--- src/rtl/irq_cond_pkg.sv ---
// Shared definitions for the interrupt conditioner: register map, defaults, channel mode.
package irq_cond_pkg;

  localparam int FILT_W_DEF = 8;

  // Word offsets decoded from paddr[7:2]
  localparam logic [5:0] OFF_ENABLE   = 6'd0;
  localparam logic [5:0] OFF_POLARITY = 6'd1;
  localparam logic [5:0] OFF_EDGE     = 6'd2;
  localparam logic [5:0] OFF_BOTHEDGE = 6'd3;
  localparam logic [5:0] OFF_FILTER   = 6'd4;
  localparam logic [5:0] OFF_STATE    = 6'd5;

  typedef enum logic [1:0] {
    MODE_LEVEL = 2'd0,
    MODE_RISE  = 2'd1,
    MODE_BOTH  = 2'd2
  } irq_mode_e;

  // BOTHEDGE only matters once EDGE is set
  function automatic irq_mode_e chan_mode(input logic edge_en, input logic both_en);
    if (!edge_en) return MODE_LEVEL;
    return both_en ? MODE_BOTH : MODE_RISE;
  endfunction

endpackage

--- src/rtl/irq_cond_chan.sv ---
// One interrupt channel: synchroniser, polarity, glitch filter, edge detect, output flop.
module irq_cond_chan
  import irq_cond_pkg::*;
#(
  parameter int FILT_W      = FILT_W_DEF,
  parameter int SYNC_STAGES = 2
) (
  input  logic              clk_i,
  input  logic              rstn_i,
  input  logic              raw_i,
  input  logic              en_i,
  input  logic              pol_i,
  input  logic              edge_i,
  input  logic              both_i,
  input  logic [FILT_W-1:0] filter_i,
  input  logic              pol_wr_i,   // polarity of this channel is changing this cycle
  input  logic              pol_new_i,  // polarity value being written
  output logic              state_o,
  output logic              irq_o
);

  logic [SYNC_STAGES-1:0] sync_q;
  logic [FILT_W-1:0]      cnt_q, cnt_d;
  logic                   f_q, f_d, fp_q, irq_q, irq_d;
  logic                   s;
  irq_mode_e              mode;

  assign s       = sync_q[SYNC_STAGES-1] ^ pol_i;
  assign mode    = chan_mode(edge_i, both_i);
  assign state_o = f_q;
  assign irq_o   = irq_q;

  // Filter: level must differ from f for more than filter_i cycles before f moves.
  // A polarity change re-seeds f with the new polarised level so no edge is seen.
  always_comb begin
    f_d   = f_q;
    cnt_d = cnt_q;
    if (pol_wr_i) begin
      f_d   = sync_q[SYNC_STAGES-1] ^ pol_new_i;
      cnt_d = '0;
    end else if (s == f_q) begin
      cnt_d = '0;
    end else if (cnt_q >= filter_i) begin
      f_d   = s;
      cnt_d = '0;
    end else if (cnt_q != '1) begin
      cnt_d = cnt_q + FILT_W'(1);
    end
  end

  // Output selection by mode; enable masks only the output, not the tracking state
  always_comb begin
    irq_d = 1'b0;
    case (mode)
      MODE_LEVEL: irq_d = f_q;
      MODE_RISE:  irq_d = f_q & ~fp_q;
      MODE_BOTH:  irq_d = f_q ^ fp_q;
      default:    irq_d = 1'b0;
    endcase
    irq_d = irq_d & en_i;
  end

  // Synchroniser, filter, previous-level and output registers
  always_ff @(posedge clk_i or negedge rstn_i) begin
    if (!rstn_i) begin
      sync_q <= '0;
      cnt_q  <= '0;
      f_q    <= 1'b0;
      fp_q   <= 1'b0;
      irq_q  <= 1'b0;
    end else begin
      sync_q <= {sync_q[SYNC_STAGES-2:0], raw_i};
      cnt_q  <= cnt_d;
      f_q    <= f_d;
      fp_q   <= pol_wr_i ? f_d : f_q;
      irq_q  <= irq_d;
    end
  end

endmodule

--- src/rtl/irq_conditioner.sv ---
// Interrupt conditioner top: APB3 config registers, read mux, array of channels.
module irq_conditioner
  import irq_cond_pkg::*;
#(
  parameter int NUM_IRQ     = 32,
  parameter int FILT_W      = FILT_W_DEF,
  parameter int SYNC_STAGES = 2
) (
  input  logic               clk_i,
  input  logic               rstn_i,
  input  logic               psel_i,
  input  logic               penable_i,
  input  logic [31:0]        paddr_i,
  input  logic [31:0]        pwdata_i,
  input  logic               pwrite_i,
  output logic [31:0]        prdata_o,
  output logic               pready_o,
  output logic               pslverr_o,
  input  logic [NUM_IRQ-1:0] irq_raw_i,
  output logic [NUM_IRQ-1:0] irqs_o
);

  logic [NUM_IRQ-1:0] enable_q, pol_q, edge_q, both_q, state;
  logic [FILT_W-1:0]  filter_q;
  logic [31:0]        prdata_q, rdata;
  logic [5:0]         off;
  logic               wr_en, rd_en, pol_wr;
  logic               unused_paddr;

  assign off          = paddr_i[7:2];
  assign wr_en        = psel_i & penable_i & pwrite_i;
  assign rd_en        = psel_i & ~penable_i & ~pwrite_i;
  assign pol_wr       = wr_en && (off == OFF_POLARITY);
  assign pready_o     = 1'b1;
  assign pslverr_o    = 1'b0;
  assign prdata_o     = prdata_q;
  assign unused_paddr = ^{paddr_i[31:8], paddr_i[1:0]};

  // Config register writes; STATE and unmapped offsets ignore writes
  always_ff @(posedge clk_i or negedge rstn_i) begin
    if (!rstn_i) begin
      enable_q <= '0;
      pol_q    <= '0;
      edge_q   <= '0;
      both_q   <= '0;
      filter_q <= '0;
    end else if (wr_en) begin
      case (off)
        OFF_ENABLE:   enable_q <= pwdata_i[NUM_IRQ-1:0];
        OFF_POLARITY: pol_q    <= pwdata_i[NUM_IRQ-1:0];
        OFF_EDGE:     edge_q   <= pwdata_i[NUM_IRQ-1:0];
        OFF_BOTHEDGE: both_q   <= pwdata_i[NUM_IRQ-1:0];
        OFF_FILTER:   filter_q <= pwdata_i[FILT_W-1:0];
        default: ;
      endcase
    end
  end

  // Read mux, zero-extended to the bus width
  always_comb begin
    rdata = '0;
    case (off)
      OFF_ENABLE:   rdata = 32'(enable_q);
      OFF_POLARITY: rdata = 32'(pol_q);
      OFF_EDGE:     rdata = 32'(edge_q);
      OFF_BOTHEDGE: rdata = 32'(both_q);
      OFF_FILTER:   rdata = 32'(filter_q);
      OFF_STATE:    rdata = 32'(state);
      default:      rdata = '0;
    endcase
  end

  // Read data captured in the setup phase, cleared otherwise
  always_ff @(posedge clk_i or negedge rstn_i) begin
    if (!rstn_i) prdata_q <= '0;
    else         prdata_q <= rd_en ? rdata : '0;
  end

  for (genvar g = 0; g < NUM_IRQ; g++) begin : g_chan
    irq_cond_chan #(
      .FILT_W      (FILT_W),
      .SYNC_STAGES (SYNC_STAGES)
    ) u_chan (
      .clk_i     (clk_i),
      .rstn_i    (rstn_i),
      .raw_i     (irq_raw_i[g]),
      .en_i      (enable_q[g]),
      .pol_i     (pol_q[g]),
      .edge_i    (edge_q[g]),
      .both_i    (both_q[g]),
      .filter_i  (filter_q),
      .pol_wr_i  (pol_wr && (pwdata_i[g] != pol_q[g])),
      .pol_new_i (pwdata_i[g]),
      .state_o   (state[g]),
      .irq_o     (irqs_o[g])
    );
  end

endmodule

--- config.mk ---
export PLATFORM = sky130hd
export DESIGN_NAME = irq_conditioner
export DESIGN_NICKNAME = d
export VERILOG_FILES = /design/src/rtl/irq_cond_pkg.sv /design/src/rtl/irq_cond_chan.sv /design/src/rtl/irq_conditioner.sv
export SDC_FILE = /design/constraint.sdc
export NUM_CORES = 1
export LEC_CHECK = 0
export CAP_MARGIN = 5
export CORE_ASPECT_RATIO = 0.7
export CORE_MARGIN = 10
export CORE_UTILIZATION = 62
export DETAILED_ROUTE_END_ITERATION = 10
export PLACE_DENSITY = 0.84
export SETUP_SLACK_MARGIN = 0.05
export SYNTH_ARGS = -nofsm -noshare
export SYNTH_HDL_FRONTEND = slang
export SYNTH_HIERARCHICAL = 1
export SYNTH_SLANG_ARGS = --single-unit
--- constraint.sdc ---
create_clock -name clk_i -period 2.5 [get_ports clk_i]
set_input_delay 0.5 -clock clk_i [delete_from_list [all_inputs] [get_ports clk_i]]
set_output_delay 0.5 -clock clk_i [all_outputs]
set_load 0.05 [all_outputs]
==> parameters.txt <==
Parameter                              Value

Clock network
  CTS clock-pin slew for the worst setup and hold paths ... 0.06 ns
  Buffer depth of the longest clock path ... 3
  H-tree levels ... 2
  CTS tree ... yes
  Library cell used as clock root buffer ... sky130_fd_sc_hd__clkbuf_16
  Insertion delay of the later-clocked pin in the worst-skew pair ... 0.63 ns
  Number of sinks handled by clock tree synthesis ... 584
  Total CTS buffers ... 58

Placed design
  Detailed placer's ending HPWL ... 60,000 microns
  Final GP Congestion ... 0.869
  Dpl cell area ... 40,100 sq um
  Number of port buffers ... 138

Timing
  Final worst clock skew ... 0.0310 ns
  Achievable Freq ... 0.412 GHz
  Number of pins with negative max-slew slack in the final report ... 0
  Worst slew pin tran ... 0.782 ns
  Final count of negative-setup-slack endpoints ... 0
  Part of the cycle the worst path needs ... 97.1%
  Hold slack final ... 0.300 ns
  Fin. Hold Viols ... 0
  Setup repair after global routing missed its margin ... no
  Time the worst path needs with I/O delays and setup ... 2.43 ns
  Slew margin rel. ... 47.9%

Routing
  Count of vias placed by the detailed router ... 27,999
  DRT Pass-1 Iters ... 6
  # DRC ... 0
  DRT antenna net count ... 0
  Detailed-route wire length ... 88,700 microns
  Detailed router's first-iteration violation count ... 2,694
  Via density per instance ... 6.06
  Routed length per instance ... 19.2 microns

Yosys
  Total number of yosys warnings ... 6
  Register area share after synthesis ... 40.5%
  Average footprint of a synthesized cell ... 10.3 sq um
  Most used DFF post-synth ... sky130_fd_sc_hd__dfrtp_1
  Async S/R FF share, synth ... 100%
  Syn_nets ... 3,928
  Combined area of all synthesized cells ... 36,100 sq um
  Flip-flop and latch count after synthesis ... 584
  Post-synthesis cell type count ... 58
  Number of flops mapped to enable cells by yosys ... 0
  Mapped Cells ... 3,507

Hold path
  Min-Delay Startpoint ... irq_raw_i[4]
  End of the worst hold path ... g_chan[4].u_chan/sync_q[0]
  Classification of the worst-slack hold path ... primary input to register
  Hold path depth ... 1

Worst setup path
  CP Data Arrival Time ... 3.00 ns
  Worst Path Max Fanout ... 9
  Cells on worst reg2reg path ... 8
  Critical path class ... primary input to register
  Category of the worst setup path capture point ... register
  Startpoint of the lowest-slack register-to-register path ... filter_q[7]
  Required @ worst endpoint ... 3.07 ns
  Capturing point of the worst reg2reg path ... g_chan[19].u_chan/cnt_q[6]
  Setup slack of the most critical reg-to-reg path ... 0.21 ns
  Start point of the critical path ... paddr_i[6]
  Kind of start point of the critical path ... primary input

Global route
  Maximum number of pins on one net before global-route repair ... 78
  Initial antenna violation count ... 2
  Via count of the first global-routing pass ... 27,335
  Overflow left after global routing ... 0
  Global-route wire length before repair ... 143,000 microns
  Total routing usage reported by global routing ... 25.1%

Floorplan
  Initial standard-cell utilization of the core ... 63.1%
  Die Outline Area ... 68,400 sq um
  FP Rows ... 73
  IO Pins ... 167
  Core ar. ... 57,200 sq um
  Die width ... 308 microns
  Y dimension of the die ... 222 microns

Job
  Number of max-cap violations ... 0

Final layout
  Fraction of final layout cells with drive strength greater than 1 ... 17.9%
  Final #Nets ... 4,250
  Final instance area ... 42,300 sq um
  Area Overhead vs Synth ... 17.2%

Pwr
  Largest vdd supply drop ... 0.000617 V
  Pwr dens ... 601 nW/um^2
  Leakage ... 19.5 nW

Run status
  Outcome ... finished clean
where the power goes:
group / leakage [nW] / total (mW) / internal, mW / switching (mW)
combinational: 10.7 / 5.20 / 2.27 / 2.93
clock: 0.974 / 9.28 / 5.45 / 3.83
sequential: 7.77 / 10.9 / 10.1 / 0.816
cell families after synthesis:
kind of cell,Yosys count,share of synthesized area [%]
xor gates and xnor gates,161,3.91
adders and majority gates,320,11.1
buffers and inverters,357,3.99
other,2,0.0208
DFF,584,40.5
and+or+nand+nor,1140,17.8
muxes,297,10.1
AOI/OAI and AO/OA,646,12.5
metrics by stage:
step / cells / TNS, ns / power [mW] / worst slack, ns / util, %
after global placement: 4503 / -143.59 / 15.9 / -0.599 / 70.0
after global routing: 4621 / 0 / 26.7 / 0.0159 / 73.9
after floorplan: 3507 / -5.94 / 14.6 / -0.190 / -
after CTS: 4606 / 0 / 25.5 / 0.0505 / 73.5
final: 4622 / 0 / 25.4 / 0.0720 / 73.9
after detailed placement: 4503 / -156.52 / 16.2 / -0.661 / 70.0
layout make-up:
class	instances	area [sq um]
antenna	1	2.50
clock buffer	77	1610
clock inverter	25	374
fill	3789	14900
inverter	320	1200
multi-input combinational	2566	20400
sequential	584	14600
tap	750	938
timing repair buffer	299	3120
worst max-delay path, stage by stage:
cell	delay (ns)
sky130_fd_sc_hd__clkdlybuf4s50_1	0.42
sky130_fd_sc_hd__or4_4	0.43
sky130_fd_sc_hd__or3_4	0.56
sky130_fd_sc_hd__buf_12	0.23
sky130_fd_sc_hd__nor2_4	0.10
sky130_fd_sc_hd__mux2_4	0.30
sky130_fd_sc_hd__nand2_1	0.10
sky130_fd_sc_hd__a22o_1	0.17
sky130_fd_sc_hd__o211a_1	0.18
per-layer routing:
layer	part of all wire, %	global-route usage, %	up-vias
met5	0.020	0	-
met4	3.0	7.99	2
met3	6.9	4.24	185
met2	46	39.5	889
met1	44	34.9	13710
li1	-	-	13213
flip-flops by register name, summed over array words and instances (netlist names):
signal,count
g_chan.u_chan/sync_q,64
enable_q,32
filter_q,8
pol_q,32
g_chan.u_chan/irq_o,32
edge_q,32
g_chan.u_chan/state_o,32
g_chan.u_chan/fp_q,32
g_chan.u_chan/cnt_q,256
both_q,32
prdata_o,32
worst max-delay path by stage:
stage | cells past startpoint | endpoint | slack, ns
floorplan | 10 | g_chan[10].u_chan/state_o | -0.19
global placement | 9 | g_chan[9].u_chan/state_o | -0.60
detailed placement | 9 | g_chan[4].u_chan/state_o | -0.66
CTS | 9 | g_chan[4].u_chan/state_o | 0.05
global route | 9 | g_chan[31].u_chan/state_o | 0.02
finish | 9 | g_chan[4].u_chan/state_o | 0.07
placed cells by master, fill, tap and decap left out, types with 33 or more instances in the layout:
cell	synthesis	routed
sky130_fd_sc_hd__dfrtp_1	584	576
sky130_fd_sc_hd__nor2_1	353	320
sky130_fd_sc_hd__inv_1	320	320
sky130_fd_sc_hd__ha_1	320	320
sky130_fd_sc_hd__a21oi_1	227	227
sky130_fd_sc_hd__nand2_1	228	226
sky130_fd_sc_hd__nand3_1	160	160
sky130_fd_sc_hd__xnor2_1	160	160
sky130_fd_sc_hd__clkdlybuf4s50_1	0	131
sky130_fd_sc_hd__buf_4	2	121
sky130_fd_sc_hd__mux2_2	114	113
sky130_fd_sc_hd__o21ai_0	97	97
sky130_fd_sc_hd__mux2i_1	95	95
sky130_fd_sc_hd__a31oi_1	65	65
sky130_fd_sc_hd__o211a_1	64	64
sky130_fd_sc_hd__and3_1	65	64
sky130_fd_sc_hd__clkbuf_16	0	63
sky130_fd_sc_hd__mux2_4	25	55
sky130_fd_sc_hd__buf_12	2	34
sky130_fd_sc_hd__nand2b_1	33	33
sky130_fd_sc_hd__nor3_1	33	33
sky130_fd_sc_hd__nor3b_1	34	33
synthesized netlist by cell type, drive strengths merged (23+ instances only):
master    n  area share (%)
nand3   193             3.2
nor3     65             1.3
mux4     30             1.9
mux2    172             5.6
ha      320              11
nor3b    34            0.71
a22o     32            0.78
o21ai   160             3.2
a31oi    65             1.1
nor2    384             4.2
nor2b    32            0.55
nand2   228             2.4
a22oi    27            0.56
xnor2   160             3.9
and4b    31            0.86
nand4    34             1.9
inv     320             3.3
dfrtp   584              41
o211a    64             1.8
and3     66             1.1
a211oi   32             1.1
o211ai   32            0.67
buf      23            0.52
mux2i    95             2.6
a21oi   227             3.1
nand2b   33            0.57
and4     31            0.75
what timing repair did:
| item | CTS | global route |
|---|---|---|
| endpoints found under the hold margin | 41 | 0 |
| gates cloned | 0 | 4 |
| hold buffers | 1 | 0 |
| setup buffers | 0 | 11 |
| resized for setup | 2 | 10 |
| pin swaps | 0 | 2 |
| setup endpoints to repair | 6 | 26 |
No activity file was read; power rests on OpenSTA's default activity.
